## config.mk

```make
export PLATFORM = sky130hd
export DESIGN_NAME = valid_done_arbiter
export DESIGN_NICKNAME = d
export VERILOG_FILES = /design/src/rtl/valid_done_arbiter.sv
export SDC_FILE = /design/constraint.sdc
export NUM_CORES = 1
export LEC_CHECK = 0
export ABC_AREA = 1
export ABC_CLOCK_PERIOD_IN_PS = 1850
export CORE_MARGIN = 4
export CORE_UTILIZATION = 45
export DETAILED_ROUTE_END_ITERATION = 8
export GPL_TIMING_DRIVEN = 0
export PLACE_DENSITY = 0.73
export SLEW_MARGIN = 20
export SYNTH_ARGS = -nofsm -noshare
export SYNTH_HDL_FRONTEND = slang
export SYNTH_SLANG_ARGS = --single-unit
```

## constraint.sdc

```tcl
create_clock -name clk -period 1.85 [get_ports clk]
set_input_delay 0.555 -clock clk [delete_from_list [all_inputs] [get_ports clk]]
set_output_delay 0.555 -clock clk [all_outputs]
set_load 0.005 [all_outputs]
```

## src/rtl/valid_done_arbiter.sv

```systemverilog
// rtl/valid_done_arbiter.sv - round-robin arbiter sharing one valid/done target between N_REQ requesters
// Optional timeout abort is enabled by defining VALID_DONE_ARBITER_TIMEOUT_EN.
module valid_done_arbiter #(
  parameter int N_REQ   = 4,
  parameter int ID_W    = $clog2(N_REQ),
  parameter int TIMEOUT = 16
) (
  input  logic             clk,
  input  logic             rst,
  input  logic [N_REQ-1:0] req,
  output logic [N_REQ-1:0] grant,
  output logic             valid,
  output logic [ID_W-1:0]  sel,
  input  logic             done,
  input  logic             data_ok,
  output logic             resp_valid,
  output logic [ID_W-1:0]  resp_id,
  output logic             resp_ok,
  output logic             resp_timeout
);

  typedef enum logic [1:0] {S_IDLE, S_BUSY, S_RESP} state_t;

  if (N_REQ < 2 || N_REQ > 16) begin : g_bad_n_req
    $error("valid_done_arbiter: N_REQ out of range");
  end
  if (TIMEOUT < 2 || TIMEOUT > 255) begin : g_bad_timeout
    $error("valid_done_arbiter: TIMEOUT out of range");
  end

  state_t             state_q;
  logic [ID_W-1:0]    last_q;
  logic               ok_acc_q;
  logic [N_REQ-1:0]   grant_q;
  logic               valid_q;
  logic [ID_W-1:0]    sel_q;
  logic               resp_valid_q;
  logic [ID_W-1:0]    resp_id_q;
  logic               resp_ok_q;

  logic [ID_W-1:0]    next_sel_d;
  logic               req_any_d;
  logic [ID_W-1:0]    cand;

  // Scan from the farthest offset down so the nearest requester after last_q wins.
  always_comb begin
    next_sel_d = '0;
    req_any_d  = 1'b0;
    cand       = '0;
    for (int off = N_REQ; off >= 1; off--) begin
      cand = ID_W'((int'(last_q) + off) % N_REQ);
      if (req[cand]) begin
        req_any_d  = 1'b1;
        next_sel_d = cand;
      end
    end
  end

`ifdef VALID_DONE_ARBITER_TIMEOUT_EN
  localparam logic [7:0] TIMEOUT_LAST = 8'(TIMEOUT - 1);
  logic [7:0] cnt_q;
  logic       resp_timeout_q;
`endif

  always_ff @(posedge clk) begin
    if (rst) begin
      state_q      <= S_IDLE;
      last_q       <= ID_W'(N_REQ - 1);
      ok_acc_q     <= 1'b0;
      grant_q      <= '0;
      valid_q      <= 1'b0;
      sel_q        <= '0;
      resp_valid_q <= 1'b0;
      resp_id_q    <= '0;
      resp_ok_q    <= 1'b0;
`ifdef VALID_DONE_ARBITER_TIMEOUT_EN
      cnt_q          <= '0;
      resp_timeout_q <= 1'b0;
`endif
    end else begin
      case (state_q)
        S_IDLE: begin
          if (req_any_d) begin
            state_q  <= S_BUSY;
            valid_q  <= 1'b1;
            sel_q    <= next_sel_d;
            grant_q  <= N_REQ'(1) << next_sel_d;
            last_q   <= next_sel_d;
            ok_acc_q <= 1'b1;
`ifdef VALID_DONE_ARBITER_TIMEOUT_EN
            cnt_q    <= '0;
`endif
          end
        end
        S_BUSY: begin
          ok_acc_q <= ok_acc_q & data_ok;
          if (done) begin
            state_q      <= S_RESP;
            valid_q      <= 1'b0;
            grant_q      <= '0;
            resp_valid_q <= 1'b1;
            resp_id_q    <= sel_q;
            resp_ok_q    <= ok_acc_q & data_ok;
`ifdef VALID_DONE_ARBITER_TIMEOUT_EN
            resp_timeout_q <= 1'b0;
`endif
          end
`ifdef VALID_DONE_ARBITER_TIMEOUT_EN
          else if (cnt_q == TIMEOUT_LAST) begin
            state_q        <= S_RESP;
            valid_q        <= 1'b0;
            grant_q        <= '0;
            resp_valid_q   <= 1'b1;
            resp_id_q      <= sel_q;
            resp_ok_q      <= 1'b0;
            resp_timeout_q <= 1'b1;
          end
          cnt_q <= cnt_q + 8'd1;
`endif
        end
        S_RESP: begin
          state_q      <= S_IDLE;
          resp_valid_q <= 1'b0;
          resp_id_q    <= '0;
          resp_ok_q    <= 1'b0;
`ifdef VALID_DONE_ARBITER_TIMEOUT_EN
          resp_timeout_q <= 1'b0;
`endif
        end
        default: state_q <= S_IDLE;
      endcase
    end
  end

  assign grant      = grant_q;
  assign valid      = valid_q;
  assign sel        = sel_q;
  assign resp_valid = resp_valid_q;
  assign resp_id    = resp_id_q;
  assign resp_ok    = resp_ok_q;
`ifdef VALID_DONE_ARBITER_TIMEOUT_EN
  assign resp_timeout = resp_timeout_q;
`else
  assign resp_timeout = 1'b0;
`endif

endmodule

```

==> results of run 1 <==
## final timing paths
check,to,slack (ns)
min,resp_valid,0.47
max,sel[0],0.06
max reg2reg,sel[0],0.30
min reg2reg,resp_valid,0.47
## through the flow
stage                     setup TNS, ns  std cells
after detailed placement         -1.726        168
after global placement           -1.646        168
after floorplan                       0        125
after global routing                  0        172
after CTS                             0        172
final                                 0        172
## Yosys cell counts
library cell | instances | area [um2]
sky130_fd_sc_hd__nand2_2 | 3 | 18.77
sky130_fd_sc_hd__o21ai_0 | 4 | 20.02
sky130_fd_sc_hd__o21ai_2 | 1 | 8.760
sky130_fd_sc_hd__nor2_8 | 1 | 20.02
sky130_fd_sc_hd__dfxtp_1 | 16 | 320.3
sky130_fd_sc_hd__nor2_1 | 3 | 11.26
sky130_fd_sc_hd__o21ai_1 | 1 | 5.000
sky130_fd_sc_hd__buf_4 | 2 | 15.01
sky130_fd_sc_hd__conb_1 | 1 | 3.750
sky130_fd_sc_hd__nand2_1 | 45 | 168.9
sky130_fd_sc_hd__or2_4 | 1 | 8.760
sky130_fd_sc_hd__o211ai_1 | 1 | 7.510
sky130_fd_sc_hd__nand3_1 | 13 | 65.06
sky130_fd_sc_hd__o21a_4 | 1 | 15.01
sky130_fd_sc_hd__inv_1 | 18 | 67.56
sky130_fd_sc_hd__a21oi_2 | 4 | 35.03
sky130_fd_sc_hd__clkbuf_1 | 1 | 3.750
sky130_fd_sc_hd__o22ai_1 | 2 | 12.51
sky130_fd_sc_hd__a21oi_1 | 7 | 35.03
## logic make-up (layout without fill, tap and decap cells)
kind of cell,after synthesis,in the layout,share of synthesized area [%]
flops,16,16,38.04
buf+inv,21,43,10.25
other cells,1,1,0.4453
simple gates,66,66,34.77
compound gates,21,21,16.49
## worst max-delay path, cell delays in order
cell                              delay (ns)
sky130_fd_sc_hd__clkdlybuf4s50_1        0.42
sky130_fd_sc_hd__nand2_1                0.11
sky130_fd_sc_hd__nand2_2                0.08
sky130_fd_sc_hd__or2_4                  0.28
sky130_fd_sc_hd__o21ai_2                0.28
sky130_fd_sc_hd__a21oi_1                0.11
sky130_fd_sc_hd__o21ai_0                0.09
sky130_fd_sc_hd__inv_1                  0.05
## state kept, by name, indices dropped and copies added (netlist names)
signal      flops
ok_acc_q        1
state_q         2
sel             2
last_q          2
resp_valid      1
grant           4
resp_id         2
valid           1
resp_ok         1
## cell type report
type                            instances  area [um2]
Inverter                               18       67.56
Buffer                                  3       18.77
Tap cell                               25       31.28
Clock buffer                            4       36.28
Multi-Input combinational cell         88       435.4
Timing Repair Buffer                   18       180.2
Fill cell                             176       655.6
Sequential cell                        16       320.3
## power by group through the flow
stage                     logic [uW]  clock network (uW)  registers (uW)
after global routing            1090                 249             521
after CTS                        961                 233             508
after global placement           939                   0             511
after floorplan                  659                   0             515
final                            954                 226             508
after detailed placement         955                   0             514
## routing by layer
metal | share of wire, % | GRT usage, %
met5 | 0 | 0
met4 | 1.1 | 3.930
met3 | 4.7 | 5.539
met2 | 47 | 24.89
met1 | 47 | 20.18
==> results.md, run 1 <==
- The final critical-path required period is approximately 1.8 ns.
- Leaving out fill and tap cells, the most frequent cell in the layout is sky130_fd_sc_hd__nand2_1.
- CTS placed an instance of sky130_fd_sc_hd__clkbuf_4 at the clock tree root.
- For this block, the routed nets add up to 1.751 mm of wire.
- During placement, the flow inserted port buffers numbering 18.
- The initial antenna violation count is 0.
- The share of total power dissipated in the clock network is between 10% and 20%.
- Counting flops and latches in the post-synthesis netlist gives 16.
- The critical register-to-register path startpoint is last_q[0].
- The tightest min-delay check is of the reg2reg type.
- The number of global-route vias before repair was 757.
- Detailed placement ended at an HPWL of 1.384 mm.
- Across the run, the number of max-cap violations was 0.
- The run finished with clean final reports.
- After routing the design area is 1090 um2.
- In this run the power spent charging and discharging nets is 718.0 uW.
- For the pin with the worst max-slew slack, the measured transition is about 0.53 ns.
- The total count of max-transition violations in the final report is 0.
- The detailed router's first-iteration violation count is 8.
- Between clock sinks in the finished design, the worst skew comes to between 0.002 and 0.0025 ns.
- Of the total power, registers draw 30.1%.
- The total congestion overflow is 0.
- The number of setup buffers added after CTS is 0.
- The maximum number of pins on one net before global-route repair is 11.
- In the synthesized netlist, the number of instances is 125.
- Total power for the finished layout comes to 1687 uW.
- The startpoint identified for the worst hold timing path is resp_valid.
- In this run switching power makes up 42.55% of total power.
- Hold timing on the final database bottoms out at a slack of 0.4667 ns.
- The synthesized netlist occupies a cell area of 842.1 um2.
- The number of hold violations in the final report was 0.
- Across every metal layer, demand over resource in global routing totals 15.67%.
- 20 I/O pins were placed.
- Sequential elements use 38.04% of the synthesized area.
- Row generation in the floorplan step produced 15 rows.
- The internal power of the cells totals 969.4 uW.
- In this run the standard cell core region covers roughly 1700 um2.
- In this run the power density over the cells is 1548 nW/um2.
- The worst slack after detailed placement is -0.2069 ns.
- The final cell utilization of the core is 62.44%.
- The total via count after detailed routing is between 800 and 900.
- Of the cells placed in the final design, the portion with a size suffix greater than 1 is between 10% and 20%.
- The post-cts repair resize count is 0.
- The critical path required time is between 2 and 2.5 ns.
- The die width is slightly above 50 um.
- The worst hold path was traced through 2 stages.
- The die area is 2627 um2.
- The final layout contains approximately 160 nets.
- In this run the number of H-tree levels came out at 1.
- The maximum clock frequency is roughly 560 MHz.
- The number of warning messages in the yosys log is 0.
- Once routing completed, OpenROAD measured the worst setup slack at 0.06241 ns.
- The total nets after synthesis is 133.
- After synthesis, the netlist uses 19 different library cells.
- After detailed routing, the number of vias per cell comes to 4.837.
- The area growth from synthesis to layout is 29.42%.
- The wire length of the first global-routing pass is 3.139 mm.
- The CTS tree is yes.
- Summing all placed instances gives a cell area of 1054 um2.
- The clock latency on the worst-skew pair is approximately 0.28 ns.
- The routed wire length per instance is 10.18 um.
- For this configuration, the core starts out at a cell density of 48.24%.
- The critical path arrival is around 2 ns.
- The average instance in the mapped netlist occupies 6.736 um2.
- The worst-case vdd ir drop is 905.6 uV.
- The startpoint class of the critical path is a primary input.
- The cell depth of the worst flop-to-flop path is 8.
- Of all nets on the critical path, the largest fanout is 7.
- The number of detailed-routing iterations run before antenna repair is 4.
- CTS saw 16 sinks.
- The combinational group share of total power is between 50% and 60%.
- After detailed routing, the number of remaining DRC violations is 0.
- Setup repair after global routing left no endpoint under its margin.
- The setup path with the least slack is of type in2reg.
- The total clock buffers created by CTS is 3.
- 0 antenna diodes ended up in the layout.
- The die extent in y is slightly above 50 um.
- Dividing the final minimum period by the clock period gives 96.63%.
- The clock passes through at most 2 buffers.
- For this design, the CTS-stage hold fixing added 0 buffers.
- Setup violations remaining at the end of the flow were counted as 0.
- At the end of routability-driven placement, the weighted congestion stood at 0.8725.
- The most critical setup path has its startpoint at req[1].
- Measured against its own limit, the worst slew margin works out to 64.64%.
- The leakage dissipation is 0.0005215 uW.
- The category of the worst setup path capture point is a register.
- The register clock-pin slew on the reported worst setup and hold paths is 0.09 ns.
- The detail route stage leaves a number of antenna-violating nets equal to 0.
- In the layout the commonest cells are 45 x sky130_fd_sc_hd__nand2_1, 18 x sky130_fd_sc_hd__inv_1, 18 x sky130_fd_sc_hd__clkdlybuf4s50_1.
No activity file was read; power rests on OpenSTA's default activity.
==> run 2: changes to the inputs <==
GPL_ROUTABILITY_DRIVEN = 0   (was unset)
==> results of run 2 <==
Final layout, timing and power as in run 1 (identical DEF).
==> run 3: changes to the inputs <==
CORE_UTILIZATION = 47   (was 45)
PLACE_DENSITY = 0.78   (was 0.73)
==> run 3 against run 2 <==
Cell count rose by 1.2%. Critical path type unchanged. Flip-flop and latch count did not move. Register-to-register slack improved by 0.03 ns. Critical endpoint is now grant[0]. Wire length fell by 1.5%. Highest routed layer unchanged. Count of clock-buffer cells in the layout did not move. First-iteration DRC count rose to 2.6 times the previous value. Fmax rose by 1.5%. Critical path depth did not move.
==> results.md, run 3 (synthesis gave the netlist of run 1 again) <==
- The worst path buffer plus inverter count is 1 (-1).
- The delay of the slowest cell on the worst path is 0.43 ns (about the same).
- The routed wire length is 1.725 mm (-1.5%).
- The combined area of the multi-input logic cells is 441.7 um2 (+1.4%).
- The area inside the core boundary is 1708 um2 (-2.2%).
- The register clock-pin slew on the reported worst setup and hold paths is 0.09 ns (about the same).
- The count of nets left with antenna violations after detail routing came to 0 (unchanged).
- The total of fill cells in the finished design is 148 (-16%).
- The row count is 15 (unchanged).
- The initial antenna violation count is 0 (unchanged).
- The number of flip-flops in the largest register is 4 (unchanged).
- The routed wire length per instance is 9.914 um (-2.6%).
- The wire length of the first global-routing pass came to 2.835 mm (-9.7%).
- The die width is 50.33 um (-1.8%).
- The register area was 320.3 um2 (unchanged).
- The final net count is 158 (+1.3%).
- The summed negative setup slack over all endpoints is 0 ns (unchanged).
- The top cell types in the final layout, fill and taps aside, are 44 x sky130_fd_sc_hd__nand2_1, 18 x sky130_fd_sc_hd__inv_1, 18 x sky130_fd_sc_hd__clkdlybuf4s50_1.
- The final-layout worst hold slack was 0.4679 ns (+0.001188 ns).
- The clock latency on the worst-skew pair is 0.28 ns (about the same).
- The number of cells traversed by the worst hold path came to 2 (unchanged).
- The total count of max-transition violations in the final report is 0 (unchanged).
- The total clock buffers created by CTS is 3 (unchanged).
- The quantity of I/O buffers inserted on ports is 18 (unchanged).
- The number of maximum-capacitance constraint violations came to 0 (unchanged).
- The number of hold buffers added after CTS is 0 (unchanged).
- The number of detailed-routing iterations run before antenna repair was 4 (unchanged).
- The destination of the worst register-to-register timing path is grant[0].
- The final cell utilization of the core is 65.05% (+2.6 points).
- The number of hold violations in the final report came to 0 (unchanged).
- The total power divided by cell area is 1555 nW/um2 (+0.40%).
- The total via count after detailed routing is 841 (+1.1%).
- The effective utilization at floorplan is 49.30% (+1.1 points).
- The destination of the worst hold path is valid.
- The top fanout value on the critical path was 8 (+1).
- The tightest slew margin relative to the limit is 64.10% (-0.54 points).
- The total power is 1727 uW (+2.4%).
- The most prevalent standard cell on the critical path is sky130_fd_sc_hd__nand2_2.
- The slack of the worst reg-to-reg path came to 0.33 ns (+0.03 ns).
- The H-tree depth reported by CTS is 1 (unchanged).
- The critical register-to-register path startpoint is last_q[0].
- The detailed-route DRC error count is 0 (unchanged).
- The transition time of the tightest slew-check pin is 0.5384 ns (+0.008098 ns).
- The CTS tree is yes.
- Grouping stages by cell kind, the critical path spends the most delay in simple AND/OR/NAND/NOR gates.
- The placed wire-length estimate after detailed placement is 1.330 mm (-3.9%).
- The run finished with clean final reports.
- Setup repair after global routing left no endpoint under its margin.
- The mean number of vias per cell was 4.833 (about the same).
- The area growth from synthesis to layout is 31.95%.
- The slowest stage cell on the critical path is sky130_fd_sc_hd__clkdlybuf4s50_1.
- STA classifies the critical path startpoint as a primary input.
- The critical path arrival is 1.98 ns (about the same).
- The critical path is of the in2reg type.
- The critical path required time is 2.07 ns (+0.03 ns).
- The category of the worst setup path capture point is a register.
- The fraction of layout instances using a drive strength above 1 is 14.09% (+2.5 points).
- The path category of the worst min-delay check is reg2reg.
- The clock sink count was 16 (unchanged).
- The most frequent standard cell in the layout excluding fill and tap cells is sky130_fd_sc_hd__nand2_1.
- The cell depth of the worst flop-to-flop path was 8 (unchanged).
- The critical path goes through clkdlybuf4s50_1 -> nand2_2 -> nand2_2 -> or2_4 -> o21a_4 -> nor2_8 -> nand2_1 -> a21oi_2.
- The die area was 2533 um2 (-3.6%).
- The maximum number of pins on one net before global-route repair is 11 (unchanged).
- The maximum clock frequency was 568.0 MHz (+1.5%).
- The detailed router's first-iteration violation count is 21 (+13).
- The number of primary I/O pins is 20 (unchanged).
- The global-route usage over all layers was 14.05% (-1.6 points).
- The ratio of final minimum period to clock period was 95.16% (-1.5 points).
- The total congestion overflow is 0 (unchanged).
- The count of inserted antenna diode cells is 0 (unchanged).
- The worst-case vdd ir drop is 1062 uV (+17%).
- The root buffer cell is sky130_fd_sc_hd__clkbuf_4.
- The leakage dissipation is 0.0005326 uW (+2.1%).
- The final-report setup violation count was 0 (unchanged).
- The die extent in y is 50.33 um (-1.8%).
- The worst clock skew on the final layout is 0.0003940 ns (-0.002088 ns).
- The maximum clock insertion buffer count was 2 (unchanged).
- The critical hold path startpoint is valid.
- The final critical-path required period is 1.760 ns (-0.02712 ns).
- The number of global-route vias before repair is 664 (-12%).
run 3: how the worst max path moves through the flow:
stage / from / to / slack (ns) / cells after the start
detailed placement: req[1] / grant[0] / -0.22 / 8
finish: req[1] / grant[0] / 0.09 / 8
global route: req[2] / grant[1] / 0.02 / 11
global placement: req[1] / grant[3] / -0.19 / 8
CTS: req[1] / grant[0] / 0.07 / 8
floorplan: req[1] / grant[0] / 0.34 / 7
run 3: cell type report:
type / count / share of cell area [%]
multi-input cells: 88 / 39.75
flip-flops and latches: 16 / 28.83
repair buffers: 20 / 17.57
inverters: 18 / 6.081
clock buffers: 4 / 3.266
well taps: 25 / 2.815
plain buffers: 3 / 1.689
run 3: repair_timing:
action,CTS,global route
endpoints found under the setup margin,0,1
gates resized for setup,0,2
buffers inserted,0,2
run 3: layer usage:
layer / vias to the layer above / part of all wire, % / GRT usage (%)
li1: 440 / - / -
met1: 366 / 46 / 20.15
met2: 31 / 45 / 21.30
met3: 4 / 7.1 / 4.451
met4: 0 / 0.99 / 1.345
met5: - / 0 / 0
run 3: report_power, final:
part	switching (uW)	internal (uW)	total, uW
logic	572	423	995
clock network	106	120	226
registers	56.5	449	506
total	735	993	1730
run 3: per-stage QoR:
stage / area, um2 / cells / setup WS (ns)
floorplan: 842.1 / 125 / 0.3357
global placement: 1054 / 168 / -0.1871
detailed placement: 1054 / 168 / -0.2240
CTS: 1090 / 172 / 0.07494
global route: 1111 / 174 / 0.01767
finish: 1111 / 174 / 0.08953
run 3: worst reg2reg max path, cell delays in order (launching register included):
cell and delay (ns):
sky130_fd_sc_hd__dfxtp_1 0.32, sky130_fd_sc_hd__buf_4 0.17, sky130_fd_sc_hd__nand2_2 0.06, sky130_fd_sc_hd__o21ai_2 0.06, sky130_fd_sc_hd__or2_4 0.27, sky130_fd_sc_hd__o21a_4 0.27, sky130_fd_sc_hd__nor2_8 0.11, sky130_fd_sc_hd__nand2_1 0.07
sky130_fd_sc_hd__a21oi_2 0.13
